**src/rtl/fifo_ctrl_64x8.sv**
```systemverilog
// Synchronous FIFO controller for an external 64x8 dual-port RAM with registered read data.
// Pointers carry an extra wrap bit so full and empty are told apart without a separate counter.
module fifo_ctrl_64x8 #(
  parameter int DATA_W = 8,
  parameter int ADDR_W = 6
) (
  input  logic              clk,
  input  logic              rst_n,
  input  logic              wr_en,
  input  logic [DATA_W-1:0] wr_data,
  input  logic              rd_en,
  output logic [DATA_W-1:0] rd_data,
  output logic              rd_valid,
  output logic              full,
  output logic              empty,
  output logic [ADDR_W:0]   count,
  output logic              overflow,
  output logic              underflow,
  output logic              ram_we,
  output logic [ADDR_W-1:0] ram_write_addr,
  output logic [DATA_W-1:0] ram_data,
  output logic [ADDR_W-1:0] ram_read_addr,
  input  logic [DATA_W-1:0] ram_q
);

  logic [ADDR_W:0] wr_ptr;
  logic [ADDR_W:0] rd_ptr;
  logic            wr_acc;
  logic            rd_acc;

  // Status comes only from the registered pointers, so it never glitches on inputs.
  assign empty = (wr_ptr == rd_ptr);
  assign full  = (wr_ptr[ADDR_W] != rd_ptr[ADDR_W]) &&
                 (wr_ptr[ADDR_W-1:0] == rd_ptr[ADDR_W-1:0]);
  assign count = wr_ptr - rd_ptr;

  assign wr_acc = wr_en & ~full;
  assign rd_acc = rd_en & ~empty;

  assign ram_we         = wr_acc;
  assign ram_data       = wr_data;
  assign ram_write_addr = wr_ptr[ADDR_W-1:0];
  assign ram_read_addr  = rd_ptr[ADDR_W-1:0];

  // The RAM registers its output, so ram_q lines up with rd_valid one cycle after the accept.
  assign rd_data = ram_q;

  always_ff @(posedge clk or negedge rst_n) begin
    if (!rst_n) begin
      wr_ptr    <= '0;
      rd_ptr    <= '0;
      rd_valid  <= 1'b0;
      overflow  <= 1'b0;
      underflow <= 1'b0;
    end else begin
      if (wr_acc) wr_ptr <= wr_ptr + (ADDR_W+1)'(1);
      if (rd_acc) rd_ptr <= rd_ptr + (ADDR_W+1)'(1);
      rd_valid  <= rd_acc;
      overflow  <= wr_en & full;
      underflow <= rd_en & empty;
    end
  end

endmodule

```
**config.mk**
```make
export PLATFORM = sky130hd
export DESIGN_NAME = fifo_ctrl_64x8
export DESIGN_NICKNAME = d
export VERILOG_FILES = /design/src/rtl/fifo_ctrl_64x8.sv
export SDC_FILE = /design/constraint.sdc
export NUM_CORES = 1
export LEC_CHECK = 0
export ABC_AREA = 1
export BUFFER_PORTS_ARGS = -buffer_cell sky130_fd_sc_hd__clkbuf_2
export CAP_MARGIN = 20
export CORE_ASPECT_RATIO = 1.2
export CORE_MARGIN = 2
export CORE_UTILIZATION = 51
export DETAILED_ROUTE_END_ITERATION = 8
export GPL_ROUTABILITY_DRIVEN = 0
export GPL_TIMING_DRIVEN = 0
export HOLD_SLACK_MARGIN = 0.02
export PLACE_DENSITY = 0.85
export SLEW_MARGIN = 20
export SYNTH_ARGS = -nofsm -noshare
export SYNTH_HDL_FRONTEND = slang
export SYNTH_SLANG_ARGS = --single-unit
```
**constraint.sdc**
```tcl
create_clock -name clk -period 3.1 [get_ports clk]
set_input_delay 0.155 -clock clk [delete_from_list [all_inputs] [get_ports clk]]
set_output_delay 0.155 -clock clk [all_outputs]
set_load 0.02 [all_outputs]
```
Yosys cells after proc, flatten, opt, wreduce, memory -nomap -nowiden
Cells that the tools add are included.
{"block": "word_totals", "register_bits": 17, "inputBits": 20, "output_inout_bits": 41, "word_cells": 18}
{"block": "op_classes", "addsub": 3, "n_eq_ne": 3, "bitwise": 6, "n_reduce_logical": 1}
{"cell": "adder 7 x 1 -> 7 bit, second input constant", "n": 2}
{"cell": "equality test 7 bit", "n": 1}
{"cell": "subtractor 7 bit", "n": 1}
{"cell": "equality test 6 bit", "n": 1}
{"cell": "bitwise AND 1 bit", "n": 4}
{"cell": "NOT 1 bit", "n": 2}
{"cell": "logical AND 1 bit", "n": 1}
{"cell": "inequality test 1 bit", "n": 1}

Depth between registers and ports, before layout
{"block": "logic_depth", "ltp_word": 4, "mapped_depth": 10, "mapped_depth_nobuf": 10}

Worst setup path before layout
Ideal clock, no wire load.
{"block": "synth_path", "path_kind": "reg-to-output", "start": "register wr_ptr[0]", "end": "output count[6]", "arrival_time_ns": 1.503, "required_time_ns": 2.945, "slack_ns": 1.442, "path_stages_with_launch": 10, "path_buffers": 0, "path_cell_list": "dfrtp_1 -> inv_1 -> ha_1 -> inv_1 -> fa_1 -> nand2_1 -> nand2_1 -> nand3_1 -> nand3_1 -> nand2_1"}
{"block": "synth_via", "elab_chain_cells": 1}
{"item": "from (decl)", "line_no": "26", "text": "logic [ADDR_W:0] wr_ptr;"}
{"item": "from (signal assigned)", "line_no": "56", "text": "if (wr_acc) wr_ptr <= wr_ptr + (ADDR_W+1)'(1);"}
{"item": "subtractor 7 bit", "line_no": "35", "text": "assign count = wr_ptr - rd_ptr;"}
{"item": "to (decl)", "line_no": "16", "text": "output logic [ADDR_W:0] count,"}
Every way passes these cells.

Final worst setup path
Ends and elaborated chain as after synthesis.

==> metrics.md <==
| Metric | Value |
|---|---|
| Final hold viol count | 0 |
| Post-CTS Setup Inserts | 0 |
| Tmin final | around 2.2 ns |
| Row count | 21 |
| Worst path slowest cell | dfrtp_1 |
| Vias per inst | between 4 and 5 |
| Final Cell Area | 0.00173 mm² |
| Crit-path cells | inv_1, ha_1, inv_1, fa_1, nand2_1, nand2_1, nand3_1, nand2_1, nand2_1, nand2_1, clkbuf_2 |
| TritonCTS clock tree | built |
| TritonCTS buffer count | 3 |
| Post-Syn Instances | 198 |
| Worst slew margin | 0.714 |
| Root buffer cell | clkbuf_4 |
| Core Region | 0.00273 mm² |
| Global route overflow | 0 |
| DR vias | 1309 |
| Post-synthesis sequential area ratio | 0.298 |
| Post-Route WL | 2740 µm |
| Initial core utilization | 0.522 |
| Most used cell, CP | nand2_1 |
| Fin util | 0.631 |
| Cell family with most CP delay | adder cells |
| Post-synth top area share | 0.298 |
| Worst setup SP type | flop |
| Critical Path AT | 2.04 ns |
| DR WL met3 | ~140 µm |
| Pwr dens | 1060 mW/mm² |
| Area grow syn2layout | 21.0% |
| Worst path required time | 2.94 ns |
| Dpl hpwl | 2250 µm |
| Die Area | between 0.003 and 0.004 mm² |
| Die Y | ~62 µm |
| Uppermost layer routed | met4 |
| Wire per inst | 9.77 µm |
| WS Path Type | reg2out |
| Synth top area cells | dfrtp_1 30%, nand2_1 19%, buf_4 15% |
| Crit share post-route | 0.707 |
| Setup Viol. Count Final | 0 |
| Post-synth cell types | 21 |
| Initial DRC Count | 11 |
| Final nets | between 200 and 300 |
| Outcome | finished, final reports clean |
| First-pass GRT wire length | 4450 µm |
| Tot GR Track Use | 0.183 |
| Post-synth top flop | dfrtp_1 |
| Met1 wire length | 1100 µm |
| Clock transition at path regs | 0.10 ns |
| Most frequent cell after synthesis | nand2_1 |
| Max incr delay on CP | roughly 0.46 ns |
| PortBufs | 44 |
| Clock Tree Buf Depth | 2 |
| Worst-Skew Late Latency | around 0.29 ns |
| Area leader, netlist | dfrtp_1 |
| Post-Syn Area | 0.00143 mm² |
| Post-route DRC | 0 |
| Fin. max-slew vios | 0 |
| Slew at the pin with the worst max-slew slack | 0.429 ns |
| Area of the multi-input gates | 677 µm² |
| Synthesized Nets | 227 |
| DRT Pass-1 Iters | 4 |
| IO Count | 61 |
| Avg Inst Size Synth | about 7 µm² |
| Max IR drop VDD | 0.532 mV |
| Setup TNS | 0 ns |
| RSZ-0062 raised after global routing | false |
| Critical Path End Type | output port |
| Leak | roughly 1.1 nW |
| Clock sinks | 17 |
| Post-synth top cells | 74 x nand2_1, 28 x buf_4, 27 x inv_1 |
| Largest net degree at the start of global routing | 18 |
| H-tree Lvls | 1 |
| Pwr Total | 1.83 mW |
| N_diodes | 0 |
| Synth async-reset ratio | 1.00 |
| Flops & latches, synth | 17 |
| Number of global-route vias before repair | about 1.1k |
| Type of the worst min-delay path | in2reg |
| Buffers & Inverters on Critical Path | 3 |
| Die X | 52.3 µm |
| Initial antenna violation count | 0 |
| Max-cap violations | 0 |
| EDFF count, synth | 0 |
| Post-DRT Antenna Nets | 0 |
| Crit Path Max Fanout | 6 |
| Skew final | between 0.01 and 0.015 ns |
| Reg area | roughly 430 µm² |
| Share of cells above drive strength 1 | 0.340 |
| Layout fillers | approximately 260 |
| Fmax | between 400 and 500 MHz |
| Metal2 WL | 1490 µm |
| Post-DP Area | 0.00169 mm² |
| Yosys warning count | 0 |
## layout by cell type (no fill, tap or decap), types with 2 or more instances in the layout
master,n
a21oi_1,3
buf_4,28
clkbuf_2,44
clkbuf_4,3
dfrtp_1,17
ha_1,8
inv_1,27
inv_4,2
nand2_1,74
nand2_4,2
nand3_1,11
nand3_4,2
nand4_1,4
nor2_1,5
o21ai_1,2
xnor2_1,4
xor2_1,3
## kinds of logic after synthesis
logic type,after synthesis,synth area share
AOI/OAI and AO/OA,5,0.0175
xor gates and xnor gates,7,0.0430
and+or+nand+nor,103,0.330
buffers and inverters,57,0.227
adders and majority gates,9,0.0842
DFF,17,0.298
## timing repair
item / 4_1_cts / 5_1_grt
hold endpoints to repair: 17 / 0
resized for setup: 0 / 0
hold buffers: 1 / 0
## worst reg2reg max path, stage by stage (launching register included)
cell	delay [ns]
dfrtp_1	0.47
inv_1	0.07
ha_1	0.38
nand2_2	0.09
nor2_4	0.16
nand3_4	0.13
nand2_4	0.14
inv_4	0.06
nand2_1	0.05
nand2_1	0.05
## stage by stage
stage | std cells | worst slack (ns) | hold WS [ns]
finish | 281 | 0.908 | 0.124
global route | 281 | 0.748 | 0.134
CTS | 281 | 0.899 | 0.129
detailed placement | 276 | 1.25 | 0.115
global placement | 276 | 1.28 | 0.110
floorplan | 198 | 1.44 | -0.141
## per-layer routing
metal	vias up	track usage
met5	-	0
met4	0	0.0330
met3	4	0.0287
met2	33	0.362
met1	593	0.209
li1	679	-
## path summary, 6_finish.rpt
| check | start | to | slack [ns] | cells after the start |
|---|---|---|---|---|
| max | wr_ptr[0] | count[6] | 0.91 | 11 |
| min | rd_en | underflow | 0.12 | 3 |
| max reg2reg | rd_ptr[2] | rd_ptr[6] | 1.39 | 9 |
| min reg2reg | rd_ptr[4] | rd_ptr[4] | 0.56 | 2 |
| max in group asynchronous | rst_n | rd_ptr[2] | 2.48 | 2 |
| min in group asynchronous | rst_n | rd_ptr[3] | 0.32 | 2 |
## where the power goes
group	internal (mW)	total [mW]	switching [mW]
Combinational	0.510	1.30	0.794
Clock	0.0500	0.118	0.0676
Sequential	0.289	0.404	0.115
Total	0.850	1.83	0.976
## sequential cells by signal, indices dropped and copies added, names as in the netlist
name / flops
overflow: 1
underflow: 1
wr_ptr: 7
rd_valid: 1
rd_ptr: 7
## area by class of cell
cell class                      instances  share of cell area
Buffer                                 28               0.122
Clock buffer                            4              0.0152
Inverter                               29              0.0660
Multi-Input combinational cell        124               0.392
Sequential cell                        17               0.247
Tap cell                               34              0.0247
Timing Repair Buffer                   45               0.133
No activity file was read; power rests on OpenSTA's default activity.
